## src/rtl/simdnx_round_sat.sv

```systemverilog
`default_nettype none
// ============================================================================
//  Module   : simdnx_round_sat
//  Purpose  : N-lane SIMD stage that arithmetic-right-shifts each signed
//             accumulator lane by a per-beat amount, rounds (half-up,
//             truncate or half-even), saturates to OUTPUT_WIDTH and reports
//             clipped lanes plus a sticky count of saturating beats.
//             Three register stages with a single global stall enable.
//  Revision : 1.0 - initial release
// ============================================================================
module simdnx_round_sat #(
    parameter int CHANNELS     = 4,
    parameter int INPUT_WIDTH  = 48,
    parameter int OUTPUT_WIDTH = 9,
    parameter int SHIFT_WIDTH  = 4,
    parameter int CNT_WIDTH    = 16
) (
    input  logic                             clk,
    input  logic                             aresetn,
    input  logic                             s_valid,
    output logic                             s_ready,
    input  logic [CHANNELS*INPUT_WIDTH-1:0]  s_data,
    input  logic [SHIFT_WIDTH-1:0]           s_shift,
    input  logic [1:0]                       s_mode,
    output logic                             m_valid,
    input  logic                             m_ready,
    output logic [CHANNELS*OUTPUT_WIDTH-1:0] m_data,
    output logic [CHANNELS-1:0]              m_sat,
    input  logic                             sat_clr,
    output logic [CNT_WIDTH-1:0]             sat_count
);

    // Rounded intermediates carry one extra bit so the +1 never wraps.
    localparam int c_rw = INPUT_WIDTH + 1;

    localparam logic [1:0] c_mode_trunc = 2'b01;
    localparam logic [1:0] c_mode_even  = 2'b10;

    // Clip limits expressed at intermediate width.
    localparam logic signed [c_rw-1:0] c_sat_max =
        {{(c_rw-OUTPUT_WIDTH+1){1'b0}}, {(OUTPUT_WIDTH-1){1'b1}}};
    localparam logic signed [c_rw-1:0] c_sat_min =
        {{(c_rw-OUTPUT_WIDTH+1){1'b1}}, {(OUTPUT_WIDTH-1){1'b0}}};

    logic                            w_en;

    logic                            r_s1_valid;
    logic [CHANNELS*INPUT_WIDTH-1:0] r_s1_data;
    logic [SHIFT_WIDTH-1:0]          r_s1_shift;
    logic [1:0]                      r_s1_mode;

    logic                            r_s2_valid;
    logic [CHANNELS*c_rw-1:0]        r_s2_data;

    logic [CHANNELS*c_rw-1:0]         w_rnd_data;
    logic [CHANNELS*OUTPUT_WIDTH-1:0] w_sat_data;
    logic [CHANNELS-1:0]              w_sat_flag;

    logic                             r_m_valid;
    logic [CHANNELS*OUTPUT_WIDTH-1:0] r_m_data;
    logic [CHANNELS-1:0]              r_m_sat;
    logic [CNT_WIDTH-1:0]             r_sat_count;

    // The whole pipe moves together; a held output freezes every stage.
    assign w_en      = !r_m_valid || m_ready;
    assign s_ready   = w_en;
    assign m_valid   = r_m_valid;
    assign m_data    = r_m_data;
    assign m_sat     = r_m_sat;
    assign sat_count = r_sat_count;

    for (genvar gi = 0; gi < CHANNELS; gi++) begin : g_lane
        logic signed [c_rw-1:0] w_x;
        logic signed [c_rw-1:0] w_shifted;
        logic signed [c_rw-1:0] w_rnd;
        logic [c_rw-1:0]        w_lowmask;
        logic [c_rw-1:0]        w_halfbit;
        logic                   w_guard;
        logic                   w_sticky;
        logic                   w_inc;
        logic signed [c_rw-1:0] w_s2;
        logic [OUTPUT_WIDTH-1:0] w_clip;
        logic                   w_clipped;

        // Shift, then decide the rounding increment from guard/sticky bits.
        always_comb begin
            w_x       = {r_s1_data[gi*INPUT_WIDTH+INPUT_WIDTH-1],
                         r_s1_data[gi*INPUT_WIDTH +: INPUT_WIDTH]};
            w_shifted = w_x >>> r_s1_shift;
            // Ones in the bits dropped by the shift; the top one is the guard.
            w_lowmask = ~({c_rw{1'b1}} << r_s1_shift);
            w_halfbit = w_lowmask & ~(w_lowmask >> 1);
            w_guard   = |(w_x & w_halfbit);
            w_sticky  = |(w_x & (w_lowmask >> 1));
            case (r_s1_mode)
                c_mode_trunc: w_inc = 1'b0;
                c_mode_even:  w_inc = w_guard && (w_sticky || w_shifted[0]);
                default:      w_inc = w_guard;
            endcase
            w_rnd = w_shifted + {{(c_rw-1){1'b0}}, w_inc};
        end

        assign w_rnd_data[gi*c_rw +: c_rw] = w_rnd;

        // Clip the rounded value into the signed output range.
        always_comb begin
            w_s2 = r_s2_data[gi*c_rw +: c_rw];
            if (w_s2 > c_sat_max) begin
                w_clip    = c_sat_max[OUTPUT_WIDTH-1:0];
                w_clipped = 1'b1;
            end else if (w_s2 < c_sat_min) begin
                w_clip    = c_sat_min[OUTPUT_WIDTH-1:0];
                w_clipped = 1'b1;
            end else begin
                w_clip    = w_s2[OUTPUT_WIDTH-1:0];
                w_clipped = 1'b0;
            end
        end

        assign w_sat_data[gi*OUTPUT_WIDTH +: OUTPUT_WIDTH] = w_clip;
        assign w_sat_flag[gi]                              = w_clipped;
    end

    // Stage valid bits: reset flushes every beat in flight.
    always_ff @(posedge clk or negedge aresetn) begin
        if (!aresetn) begin
            r_s1_valid <= 1'b0;
            r_s2_valid <= 1'b0;
        end else if (w_en) begin
            r_s1_valid <= s_valid;
            r_s2_valid <= r_s1_valid;
        end
    end

    // Stage payloads; shift and mode travel with their beat.
    always_ff @(posedge clk) begin
        if (w_en) begin
            r_s1_data  <= s_data;
            r_s1_shift <= s_shift;
            r_s1_mode  <= s_mode;
            r_s2_data  <= w_rnd_data;
        end
    end

    // Output stage, cleared on reset so idle outputs read as zero.
    always_ff @(posedge clk or negedge aresetn) begin
        if (!aresetn) begin
            r_m_valid <= 1'b0;
            r_m_data  <= '0;
            r_m_sat   <= '0;
        end else if (w_en) begin
            r_m_valid <= r_s2_valid;
            r_m_data  <= w_sat_data;
            r_m_sat   <= r_s2_valid ? w_sat_flag : '0;
        end
    end

    // Saturating count of clipped beats; a clear wins over an increment.
    always_ff @(posedge clk or negedge aresetn) begin
        if (!aresetn) begin
            r_sat_count <= '0;
        end else if (sat_clr) begin
            r_sat_count <= '0;
        end else if (w_en && r_s2_valid && (|w_sat_flag) && (r_sat_count != '1)) begin
            r_sat_count <= r_sat_count + CNT_WIDTH'(1);
        end
    end

endmodule
`default_nettype wire
```

## config.mk

```make
export PLATFORM = sky130hd
export DESIGN_NAME = simdnx_round_sat
export DESIGN_NICKNAME = d
export VERILOG_FILES = /design/src/rtl/simdnx_round_sat.sv
export SDC_FILE = /design/constraint.sdc
export NUM_CORES = 1
export LEC_CHECK = 0
export CAP_MARGIN = 0
export CORE_ASPECT_RATIO = 1.75
export CORE_MARGIN = 2
export CORE_UTILIZATION = 54
export CTS_CLUSTER_DIAMETER = 50
export DETAILED_ROUTE_END_ITERATION = 10
export PLACE_DENSITY = 0.81
export RECOVER_POWER = 100
export SETUP_SLACK_MARGIN = 0.15
export SYNTH_ARGS = -nofsm -noshare
export SYNTH_HDL_FRONTEND = slang
export SYNTH_SLANG_ARGS = --single-unit
```

## constraint.sdc

```tcl
create_clock -name clk -period 10.65 [get_ports clk]
set_clock_uncertainty 0.2 [all_clocks]
set_input_delay 1.065 -clock clk [delete_from_list [all_inputs] [get_ports clk]]
set_output_delay 1.065 -clock clk [all_outputs]
set_load 0.01 [all_outputs]
```

==> results.sh <==
export IMPL_max_slew_margin_rel_pct=-179
export IMPL_areaGrowthSynthToFinish_pct=12.4
export IMPL_worst_ep_required_time_ns=10.81
export IMPL_fp_dieH_microns=326
export IMPL_postSynthCellCount=2802
export IMPL_timing_max_transition_violations_final=414
export IMPL_netlist_cell_type_count=116
export IMPL_layoutNonFillerInstCount=3762
export IMPL_setup_worst_path_class="flop to flop"
export IMPL_cp_max_fo=68
export IMPL_first_iter_violations=2962
export IMPL_cts_post_setup_buffers_inserted=0
export IMPL_post_drt_wl_per_cell_microns=24.1
export IMPL_post_synth_cell_area_avg_sq_um=11.4
export IMPL_finalWirelength_microns=90600
export IMPL_number_of_antenna_violations_at_the_first_check_in_global_routing=0
export IMPL_timing_final_ws_setup_ns=2.61
export IMPL_ctsLongestPathBuffers=3
export IMPL_vias_in_the_first_global_route=24200
export IMPL_power_total_w=0.00770
export IMPL_final_hold_violation_count=0
export IMPL_powerDensity_nw_per_um2=214
export IMPL_globalRoute_totalOverflow=0
export IMPL_detailed_place_hpwl_microns=68600
export IMPL_mappedNetlistArea_sq_um=32000
export IMPL_worstHoldPathType="flop to flop"
export IMPL_violations="max-capacitance violations, max-slew violations"
export IMPL_grt_first_pass_wirelength_microns=141000
export IMPL_cts_htree_levels=2
export IMPL_crit_path_end_kind="flop"
export IMPL_core_area_sq_um=58900
export IMPL_status="complete, but fails checks"
export IMPL_die_area_sq_um=61300
export IMPL_fp_row_count=118
export IMPL_tritoncts="built"
export IMPL_fmax_ghz=0.124
export IMPL_dieWidth_microns=188
export IMPL_portBuffers=260
export IMPL_n_antenna_cell=0
export IMPL_fin_tns_setup_ns=0
export IMPL_routed_via_count=25000
export IMPL_mappedNetlistNets=3015
export IMPL_clk_transition_reported_paths_ns=0.07
export IMPL_drt_antenna_violating_nets=0
export IMPL_cts_root_buf="sky130_fd_sc_hd__clkbuf_16"
export IMPL_synthArstFlopShare_pct=13.0
export IMPL_cts_repair_resized=0
export IMPL_yosysSeqAreaShare_pct=41.6
export IMPL_rsz_0062_raised_after_global_routing="no"
export IMPL_initial_core_util_pct=54.3
export IMPL_final_net_count=3159
export IMPL_ys_warn_count=0
export IMPL_design_portCount=261
export IMPL_drv_cap=5
export IMPL_synthFlopType="sky130_fd_sc_hd__edfxtp_1"
export IMPL_p_leak_nw=12.6
export IMPL_yosys_area_top_type="sky130_fd_sc_hd__edfxtp_1"
export IMPL_finalSetupViolations=0
export IMPL_gp_congestion=0.980
export IMPL_grt_start_max_net_pins=196
export IMPL_final_min_clock_period_ns=8.04
export IMPL_worstPathArrival_ns=8.21
export IMPL_synth_edf_count=394
export IMPL_gr_usage_all_layers_pct=29.2
export IMPL_cts_sink_count=453
export IMPL_peakVddDrop_mv=0.150
export IMPL_placement_setup_worst_slack_ns=4.62
export IMPL_drive_above_1_share_pct=12.5
export IMPL_placed_cells=3680
export IMPL_yosys_top_cells_area="sky130_fd_sc_hd__edfxtp_1, sky130_fd_sc_hd__mux4_2, sky130_fd_sc_hd__mux2i_1"
export IMPL_tightest_hold_margin_ns=0.274
export IMPL_period_share_pct=75.5
export IMPL_cts_inserted_buffers=44
export IMPL_yosysTopAreaCellShare_pct=37.0
export IMPL_clkLatencyLatePin_ns=0.61
export IMPL_drt_pre_antenna_iters=7
export IMPL_transition_at_the_pin_with_the_smallest_max_transition_slack_ns=4.19
export IMPL_vias_cell=6.65
export IMPL_setup_worst_path_start_class="flop"
export IMPL_cts_hold_fix_buffers=0
export IMPL_post_route_drc_count=0
export IMPL_post_synthesis_register_bit_count=453
## per-layer routing
layer	vias to the layer above	routed length (microns)	GRT usage, %
li1	11200	-	-
met1	12100	36000	39.8
met2	1452	42100	46.4
met3	236	7610	3.47
met4	0	4870	14.4
met5	-	0	0
## metrics by stage
step	util (%)	area (sq um)
6_report	61.1	36000
5_1_grt	61.1	36000
4_1_cts	61.4	36200
3_5_place_dp	58.8	34600
3_3_place_gp	58.8	34600
2_1_floorplan	-	32000
## synthesized netlist by cell type (all sizes together), types with 15 or more instances
library cell    n
edfxtp        394
nand2         297
mux4          182
mux2i         176
o21ai         164
nor2          163
a21oi         147
xnor2         109
buf           107
mux2           99
xor2           89
clkbuf         85
nand3          83
nand4          75
nor4           62
nor3           60
dfrtp          59
and3           31
inv            29
and2           26
a211oi         25
nor2b          21
o211ai         18
or3            18
nand2b         15
## final cells by class
type / count / area [sq um]
Sequential cell: 453 / 13300
Fill cell: 4641 / 22900
Clock inverter: 32 / 382
Timing Repair Buffer: 290 / 2870
Multi-Input combinational cell: 2126 / 17200
Tap cell: 780 / 976
Inverter: 31 / 128
Clock buffer: 50 / 1120
## layout by cell type (no fill, tap or decap), types with 98 or more instances in the layout
cell type | Yosys | routed
sky130_fd_sc_hd__xnor2_1 | 109 | 109
sky130_fd_sc_hd__edfxtp_1 | 394 | 394
sky130_fd_sc_hd__a21oi_1 | 147 | 147
sky130_fd_sc_hd__nor2_1 | 162 | 162
sky130_fd_sc_hd__mux4_2 | 133 | 133
sky130_fd_sc_hd__o21ai_0 | 164 | 164
sky130_fd_sc_hd__dlygate4sd3_1 | 0 | 257
sky130_fd_sc_hd__nand2_1 | 297 | 297
sky130_fd_sc_hd__mux2_2 | 98 | 98
sky130_fd_sc_hd__mux2i_1 | 176 | 176
## critical path, stage by stage (launching register included)
cell                       delay (ns)
sky130_fd_sc_hd__edfxtp_1        0.33
sky130_fd_sc_hd__buf_4           0.52
sky130_fd_sc_hd__buf_4           0.49
sky130_fd_sc_hd__clkbuf_1        2.15
sky130_fd_sc_hd__nor2_1          0.29
sky130_fd_sc_hd__nand2_1         0.18
sky130_fd_sc_hd__a21oi_1         0.09
sky130_fd_sc_hd__o221ai_1        0.18
sky130_fd_sc_hd__a221o_1         0.14
sky130_fd_sc_hd__o21ai_0         0.08
sky130_fd_sc_hd__a21oi_1         0.19
sky130_fd_sc_hd__ha_1            0.22
sky130_fd_sc_hd__ha_1            0.17
sky130_fd_sc_hd__inv_1           0.06
sky130_fd_sc_hd__a211o_1         0.36
sky130_fd_sc_hd__or3_1           0.46
sky130_fd_sc_hd__nor4_1          1.04
sky130_fd_sc_hd__a21boi_0        0.24
sky130_fd_sc_hd__a211o_1         0.33
## power by group
part | switching, W | total [W] | internal (W)
clock | 0.000724 | 0.00159 | 0.000866
combinational | 0.00178 | 0.00303 | 0.00125
sequential | 0.000438 | 0.00308 | 0.00264
total | 0.00295 | 0.00770 | 0.00476
## worst paths after layout
kind	from	to	slack [ns]	cells past startpoint
setup / recovery	r_s1_shift[3]	r_s2_data[189]	2.61	18
hold / removal	m_data[4]	m_data[4]	0.27	2
setup reg to reg	r_s1_shift[3]	r_s2_data[189]	2.61	18
hold reg to reg	m_data[4]	m_data[4]	0.27	2
max in group asynchronous	aresetn	m_data[17]	7.15	2
min in group asynchronous	aresetn	m_data[3]	1.36	2
## registers in the layout (all words and copies together), names as in the netlist
signal,cells
r_s2_valid,1
r_s1_data,192
m_data,36
sat_count,16
r_s1_valid,1
m_valid,1
m_sat,4
r_s2_data,196
r_s1_shift,4
r_s1_mode,2
## logic make-up after synthesis
family	synth area share, %
AOI/OAI and AO/OA	10.8
xor gates and xnor gates	5.42
adders and majority gates	0.391
buffers and inverters	4.37
DFF	41.6
muxes	22.4
and+or+nand+nor	15.1
Power figures use the tool's default switching activity.
